**src/rtl/counter_regs_pkg.sv**
```systemverilog
// counter_regs_pkg: shared FunSel encodings and read-select width helper for the counter register bank
package counter_regs_pkg;

    localparam logic [1:0] FS_DEC  = 2'b00;
    localparam logic [1:0] FS_INC  = 2'b01;
    localparam logic [1:0] FS_LOAD = 2'b10;
    localparam logic [1:0] FS_CLR  = 2'b11;

    function automatic int sel_width(input int n);
        return (n > 2) ? $clog2(n) : 1;
    endfunction

endpackage

```
**src/rtl/counter_reg_cell.sv**
```systemverilog
// counter_reg_cell: one counter register with sticky overflow/underflow flags
module counter_reg_cell
    import counter_regs_pkg::*;
#(
    parameter int WIDTH    = 16,
    parameter bit SATURATE = 1'b0
) (
    input  logic             clk,
    input  logic             rst_n,
    input  logic             en,
    input  logic [1:0]       fun_sel,
    input  logic [WIDTH-1:0] din,
    input  logic             flag_clr,
    output logic [WIDTH-1:0] val,
    output logic             ovf,
    output logic             unf
);

    localparam logic [WIDTH-1:0] MAX_V = '1;
    localparam logic [WIDTH-1:0] ONE_V = WIDTH'(1);

    logic [WIDTH-1:0] val_q, val_d, inc_val, dec_val;
    logic             ovf_q, ovf_d, unf_q, unf_d;
    logic             at_max, at_min, ovf_evt, unf_evt;

    // Next value and flags; carry/borrow come from comparing against the bounds, and a new event beats flag_clr
    always_comb begin
        at_max  = (val_q == MAX_V);
        at_min  = (val_q == '0);
        inc_val = at_max ? (SATURATE ? val_q : '0) : val_q + ONE_V;
        dec_val = at_min ? (SATURATE ? val_q : MAX_V) : val_q - ONE_V;
        ovf_evt = en && (fun_sel == FS_INC) && at_max;
        unf_evt = en && (fun_sel == FS_DEC) && at_min;
        val_d   = !en                  ? val_q   :
                  (fun_sel == FS_DEC)  ? dec_val :
                  (fun_sel == FS_INC)  ? inc_val :
                  (fun_sel == FS_LOAD) ? din     : '0;
        ovf_d   = ovf_evt || (ovf_q && !flag_clr);
        unf_d   = unf_evt || (unf_q && !flag_clr);
    end

    // State register with asynchronous clear
    always_ff @(posedge clk or negedge rst_n) begin
        if (!rst_n) begin
            val_q <= '0;
            ovf_q <= 1'b0;
            unf_q <= 1'b0;
        end else begin
            val_q <= val_d;
            ovf_q <= ovf_d;
            unf_q <= unf_d;
        end
    end

    assign val = val_q;
    assign ovf = ovf_q;
    assign unf = unf_q;

endmodule

```
**src/rtl/counter_register_bank.sv**
```systemverilog
// counter_register_bank: bank of enable-selected counter registers with two combinational read ports
module counter_register_bank
    import counter_regs_pkg::*;
#(
    parameter int WIDTH    = 16,
    parameter int NUM_REGS = 4,
    parameter bit SATURATE = 1'b0,
    localparam int SELW    = sel_width(NUM_REGS)
) (
    input  logic                      Clock,
    input  logic                      Reset_n,
    input  logic [NUM_REGS-1:0]       E,
    input  logic [1:0]                FunSel,
    input  logic [WIDTH-1:0]          I,
    input  logic                      FlagClr,
    input  logic [SELW-1:0]           OutASel,
    input  logic [SELW-1:0]           OutBSel,
    output logic [WIDTH-1:0]          OutA,
    output logic [WIDTH-1:0]          OutB,
    output logic [NUM_REGS*WIDTH-1:0] Q,
    output logic [NUM_REGS-1:0]       Ovf,
    output logic [NUM_REGS-1:0]       Unf,
    output logic [NUM_REGS-1:0]       Zero
);

    logic [WIDTH-1:0] val [NUM_REGS];

    for (genvar k = 0; k < NUM_REGS; k++) begin : g_reg
        counter_reg_cell #(
            .WIDTH   (WIDTH),
            .SATURATE(SATURATE)
        ) u_cell (
            .clk     (Clock),
            .rst_n   (Reset_n),
            .en      (E[k]),
            .fun_sel (FunSel),
            .din     (I),
            .flag_clr(FlagClr),
            .val     (val[k]),
            .ovf     (Ovf[k]),
            .unf     (Unf[k])
        );
        assign Q[k*WIDTH +: WIDTH] = val[k];
        assign Zero[k]             = (val[k] == '0);
    end

    // Read muxes; selects beyond the last register match nothing and read as 0
    always_comb begin
        OutA = '0;
        OutB = '0;
        for (int r = 0; r < NUM_REGS; r++) begin
            if (OutASel == SELW'(r)) OutA = val[r];
            if (OutBSel == SELW'(r)) OutB = val[r];
        end
    end

endmodule

```
**config.mk**
```make
export PLATFORM = sky130hd
export DESIGN_NAME = counter_register_bank
export DESIGN_NICKNAME = d
export VERILOG_FILES = /design/src/rtl/counter_regs_pkg.sv /design/src/rtl/counter_reg_cell.sv /design/src/rtl/counter_register_bank.sv
export SDC_FILE = /design/constraint.sdc
export NUM_CORES = 1
export LEC_CHECK = 0
export CAP_MARGIN = 15
export CORE_ASPECT_RATIO = 0.7
export CORE_MARGIN = 2
export CORE_UTILIZATION = 60
export DETAILED_ROUTE_END_ITERATION = 6
export GPL_TIMING_DRIVEN = 0
export PLACE_DENSITY = 0.92
export RECOVER_POWER = 25
export SETUP_SLACK_MARGIN = 0.4
export SLEW_MARGIN = 20
export SYNTH_ARGS = -nofsm -noshare
export SYNTH_HDL_FRONTEND = slang
export SYNTH_HIERARCHICAL = 1
export SYNTH_SLANG_ARGS = --single-unit
export TNS_END_PERCENT = 100
```
**constraint.sdc**
```tcl
create_clock -name Clock -period 5.8 [get_ports Clock]
set_input_delay 0.87 -clock Clock [delete_from_list [all_inputs] [get_ports Clock]]
set_output_delay 0.87 -clock Clock [all_outputs]
set_load 0.03 [all_outputs]
```
* After elaboration in Yosys (flattened, before gate mapping)
Cells that the tools add are included.
** Word-level totals
- Register bits :: 72
- Bits of input ports :: 29
- Output and inout port bits :: 108
- Logic and storage cells :: 97
** Operators by class
- Add/sub/neg operators :: 8
- Equal/unequal tests :: 12
- Multiplexer cells :: 25
- Reductions and logical operators :: 40
** Operators by type and width (count)
- two-way mux 16 bit :: 25
- adder 16 x 1 -> 16 bit (second input constant) :: 4
- == test 16 bit (second input constant) :: 4
- logical NOT 16 bit :: 4
- subtractor 16 x 1 -> 16 bit (second input constant) :: 4
- logical AND 1 bit :: 24
- == test 2 bit (second input constant) :: 5
- logical OR 1 bit :: 8
- == test 2 x 1 -> 1 bit (second input constant) :: 3
- logical NOT 2 bit :: 3
- logical NOT 1 bit :: 1

* Longest topological paths before layout
- Depth in word-level cells :: 5
- Gate-level depth with buffers :: 8
- Mapped depth without buffers :: 8

* Modules after synthesis
The synthesis kept the hierarchy.
** Modules (own cells, without submodules)
- counter_reg_cell at g_reg[1].u_cell ... :: times used 2, cells each 225, area each 1744.2 sq um
- counter_reg_cell at g_reg[3].u_cell :: times used 1, cells each 244, area each 1829.3 sq um
- counter_reg_cell at g_reg[0].u_cell :: times used 1, cells each 231, area each 1757.9 sq um
- counter_register_bank :: times used 1, cells each 60, area each 983.4 sq um

* Worst setup path before layout
OpenSTA, ideal clock, no wires.
- Path kind :: input to output
- Start point :: in OutASel[0]
- End point :: out OutA[10]
- Arrival time :: 1.729 ns
- Path slack :: 3.201 ns
- Cell stages on the path :: 3
- Path buffers :: 2
- Path through :: buf_6 -> buf_12 -> mux4_2
** On the way
- Word-level cells in the longest chain between the ends :: 5
** RTL lines
- start: declaration :: RTL line counter_register_bank.sv:16 : input logic [SELW-1:0] OutASel,
- logical NOT 2 bit :: RTL line counter_register_bank.sv:52 : if (OutASel == SELW'(r)) OutA = val[r];
- two-way mux 16 bit (3 in a row) :: RTL line counter_register_bank.sv:52
- two-way mux 16 bit * :: RTL line counter_register_bank.sv:52
- end: declaration :: RTL line counter_register_bank.sv:18 : output logic [WIDTH-1:0] OutA,
Every way passes the cells marked *; elsewhere a longest branch is shown, timed or not.

* Worst setup path in the final report
- Start point :: in FunSel[1]
- End point :: reg g_reg[3].u_cell.val_q[3]
** On the way
- Word-level cells in the longest chain between the ends :: 4
** RTL lines
- start: declaration :: RTL line counter_register_bank.sv:13 : input logic [1:0] FunSel,
- == test 2 bit :: RTL line counter_reg_cell.sv:37 : (fun_sel == FS_LOAD) ? din : '0;
- two-way mux 16 bit :: RTL line counter_reg_cell.sv:37
- two-way mux 16 bit :: RTL line counter_reg_cell.sv:36 : (fun_sel == FS_INC) ? inc_val :
- two-way mux 16 bit * :: RTL line counter_reg_cell.sv:35 : (fun_sel == FS_DEC) ? dec_val :
- end signal: assignment :: RTL line counter_reg_cell.sv:49 : val_q <= val_d;
- end: declaration :: RTL line counter_reg_cell.sv:22 : logic [WIDTH-1:0] val_q, val_d, inc_val, dec_val;
Marks and branches as above.
A chain may end at the register's enable or synchronous reset.

==> summary.md <==
| Metric | Value |
|---|---|
| Clock share of power | 0.221 |
| Clock Skew | 0.00828 ns |
| Critical Path Fanout Max | 22 |
| Internal power | 1.62 mW |
| Filler Cells Inserted | 1,010 |
| WP data arrival | 3.77 ns |
| Largest cells by area after synthesis | dfrtp_1, mux4_2, nand2_1, mux4_1, a21oi_1 |
| CTS tree | built |
| Combinational fraction of design power | 0.510 |
| Antenna-violating nets left | 0 |
| RSZ-0062 raised after global routing | false |
| Total gr overflow | 0 |
| Reg power frac | 0.268 |
| Post-CTS Setup Inserts | 0 |
| Clock sink count | 72 |
| Area delta synth->final | 23.2% |
| Post-synth top area cell | dfrtp_1 |
| Sequential area share after synthesis | 0.224 |
| Vias in the first global route | 8,616 |
| Worst slew pin tran | 1.79 ns |
| Pin count of the biggest net entering global routing | 45 |
| CTS buffer count | 9 |
| Status | finished, violations left |
| Max-Slew Margin vs Limit | -0.191 |
| Die area | 0.0144 mm² |
| EDFF count, synth | 0 |
| Post-CTS sizing | 0 |
| Post-layout min period | 3.52 ns |
| Failing checks | capacitance limit, slew limit |
| CP required | 6.06 ns |
| First-pass GRT wire length | 49.9 mm |
| FMAX | 284 MHz |
| H-tree Lvls | 3 |
| Max-Cap Viols | 1 |
| Fin. max-slew vios | 29 |
| Ys flop type | dfrtp_1 |
| Wirelength per Cell | 25.3 µm |
| Initial antenna violation count | 0 |
| Power Density | 306 mW/mm² |
| Drt total wl | 32.8 mm |
| GPL Wtd Cong | 1.00 |
| CTS max path bufs | 2 |
| Number of synthesis warnings | 6 |
| # nets final | 1,167 |
| Clock root buffer | clkbuf_16 |
| Ys async rst share | 1.00 |
| Drt first-iter violations | 1,332 |
| Yosys reg bits | 72 |
| Commonest non-fill, non-tap cell in the layout | clkdlybuf4s50_1 |
| P_sw | 1.41 mW |
| Clock Latency Late Sink | 0.35 ns |
| Kind of end point of the critical path | register |
| DR pass1 iterations | 6 |
| Total I/O pin count | 137 |
| Final Instance Area | 0.00993 mm² |
| Count of final hold-check violations | 0 |
| Core ar. | 0.0131 mm² |
| Slowest CP cell | clkdlybuf4s50_1 |
| Clk slew on worst S/H paths | 0.07 ns |
| Worst min-delay path category | register to register |
| Yosys top cell area share | 0.224 |
| Die height | 101 µm |
| Rows | 35 |
| Most frequent cells in the layout | clkdlybuf4s50_1, nand2_1, dfrtp_1 |
| Cell Area, Synth | 0.00806 mm² |
| Post-CTS Hold Buffers | 0 |
| Worst-path cell chain | clkdlybuf4s50_1 > nand2b_1 > a31oi_1 > nand2_1 > o211ai_1 |
| Worst path top cell family by delay | compound AO/OA/AOI/OAI gates |
| Post-synth cell types | 91 |
| Post-DP Area | 0.00958 mm² |
| Fraction of layout cells with a size suffix above 1 | 0.132 |
| Port bufs | 129 |
| Gr usage total | 0.458 |
| CP Class | primary input to register |
| Starting Density | 0.613 |
| Post-DP HPWL | 23.7 mm |
| Cells after Synth | 985 |
| Post-Route Setup TNS | 0 ns |
| DIE WIDTH | 143 µm |
| Slowest cell delay on critical path | 0.95 ns |
| Setup violations, final | 0 |
| CP startpoint kind | primary input |
| Via count | 9,416 |
| Lkg Pwr | 3.77 nW |
| DR vias/cell | 7.25 |
| Worst-case vdd ir drop | 0.201 mV |
| Residual DRC | 0 |
| Worst path buffer plus inverter count | 1 |
| Sw Ratio | 0.465 |
| Tcrit/Tclk final | 0.606 |
| Syn avg cell area | 8.18 µm² |
| Synthesized Nets | 1,026 |
[cells by family after synthesis]
family                   share of synthesized area
buffers and inverters                       0.0804
flip-flops                                   0.224
XOR/XNOR                                    0.0380
AO/OA/AOI/OAI                                0.232
AND/OR/NAND/NOR                              0.308
multiplexers                                0.0989
adder cells (fa/ha/maj)                     0.0186
[final cells by class]
type | instances | area (µm²) | area share
Tap cell | 166 | 208 | 0.0209
Timing Repair Buffer | 130 | 1310 | 0.132
Antenna cell | 1 | 2.50 | 0.000252
Clock inverter | 7 | 119 | 0.0120
Sequential cell | 72 | 1800 | 0.182
Buffer | 90 | 517 | 0.0521
Multi-Input combinational cell | 788 | 5610 | 0.565
Inverter | 35 | 131 | 0.0132
Clock buffer | 9 | 225 | 0.0227
[metrics by stage]
stage          std cells   util  setup slack (ns)  hold WS (ns)  total power, mW
6_report            1298  0.756              2.28         0.529             3.03
5_1_grt             1297  0.755              2.21         0.554             3.14
4_1_cts             1297  0.756              2.52         0.470             2.98
3_5_place_dp        1281  0.729              2.20         0.523             2.31
3_3_place_gp        1280  0.728              1.14         0.508             2.29
2_1_floorplan        985      -              3.20         0.574             1.73
[worst min-delay path, delay by kind of cell (launching register included)]
kind / cells / cell delay (ns)
AOI/OAI and AO/OA: 1 / 0.06
DFF: 1 / 0.38
buffers and inverters: 1 / 0.06
[worst paths after layout]
kind | cells after the start | end | slack [ns] | startpoint
min in group asynchronous | 1 | g_reg[0].u_cell/ovf$_DFF_PN0_ | 0.99 | Reset_n
max | 5 | g_reg[3].u_cell/val[3]$_DFFE_PN0P_ | 2.28 | FunSel[1]
min | 2 | g_reg[0].u_cell/ovf$_DFF_PN0_ | 0.53 | g_reg[0].u_cell/ovf$_DFF_PN0_
max in group asynchronous | 1 | g_reg[0].u_cell/val[7]$_DFFE_PN0P_ | 3.77 | Reset_n
max reg2reg | 6 | g_reg[3].u_cell/val[1]$_DFFE_PN0P_ | 2.65 | g_reg[3].u_cell/val[1]$_DFFE_PN0P_
min reg2reg | 2 | g_reg[0].u_cell/ovf$_DFF_PN0_ | 0.53 | g_reg[0].u_cell/ovf$_DFF_PN0_
[Yosys cell counts (all sizes together), types with 7 or more instances]
master,n
a22oi,10
or3,8
clkbuf,39
ha,12
xnor2,12
o41ai,7
or4,10
o31ai,7
and4,11
o21ai,86
nand2b,20
nand3,50
xor2,23
nor3,40
and3,22
dfrtp,72
nand4,22
nor2b,15
inv,33
or2,10
nor4,45
a21o,8
o211ai,7
a211oi,10
buf,51
mux4,32
nand2,92
o31a,8
nor3b,8
nor2,65
a21oi,53
a31oi,17
[layer usage]
metal	vias to the layer above	share of wire	global-route usage
met4	0	0.061	0.231
met2	823	0.41	0.660
met1	4357	0.37	0.610
met5	-	0	0
li1	4057	-	-
met3	179	0.16	0.163
[state kept, by name, indices dropped and copies added, names as in the netlist]
signal,cells
g.u_cell/val,64
g.u_cell/ovf,4
g.u_cell/unf,4
[power by group through the flow]
stage                     clock [mW]  combinational, mW  sequential (mW)
after floorplan                    0              0.860            0.873
after global placement             0               1.49            0.797
after detailed placement           0               1.51            0.804
after CTS                      0.668               1.52            0.795
after global routing           0.695               1.63            0.816
final                          0.671               1.55            0.814
No activity file was read; power rests on OpenSTA's default activity.
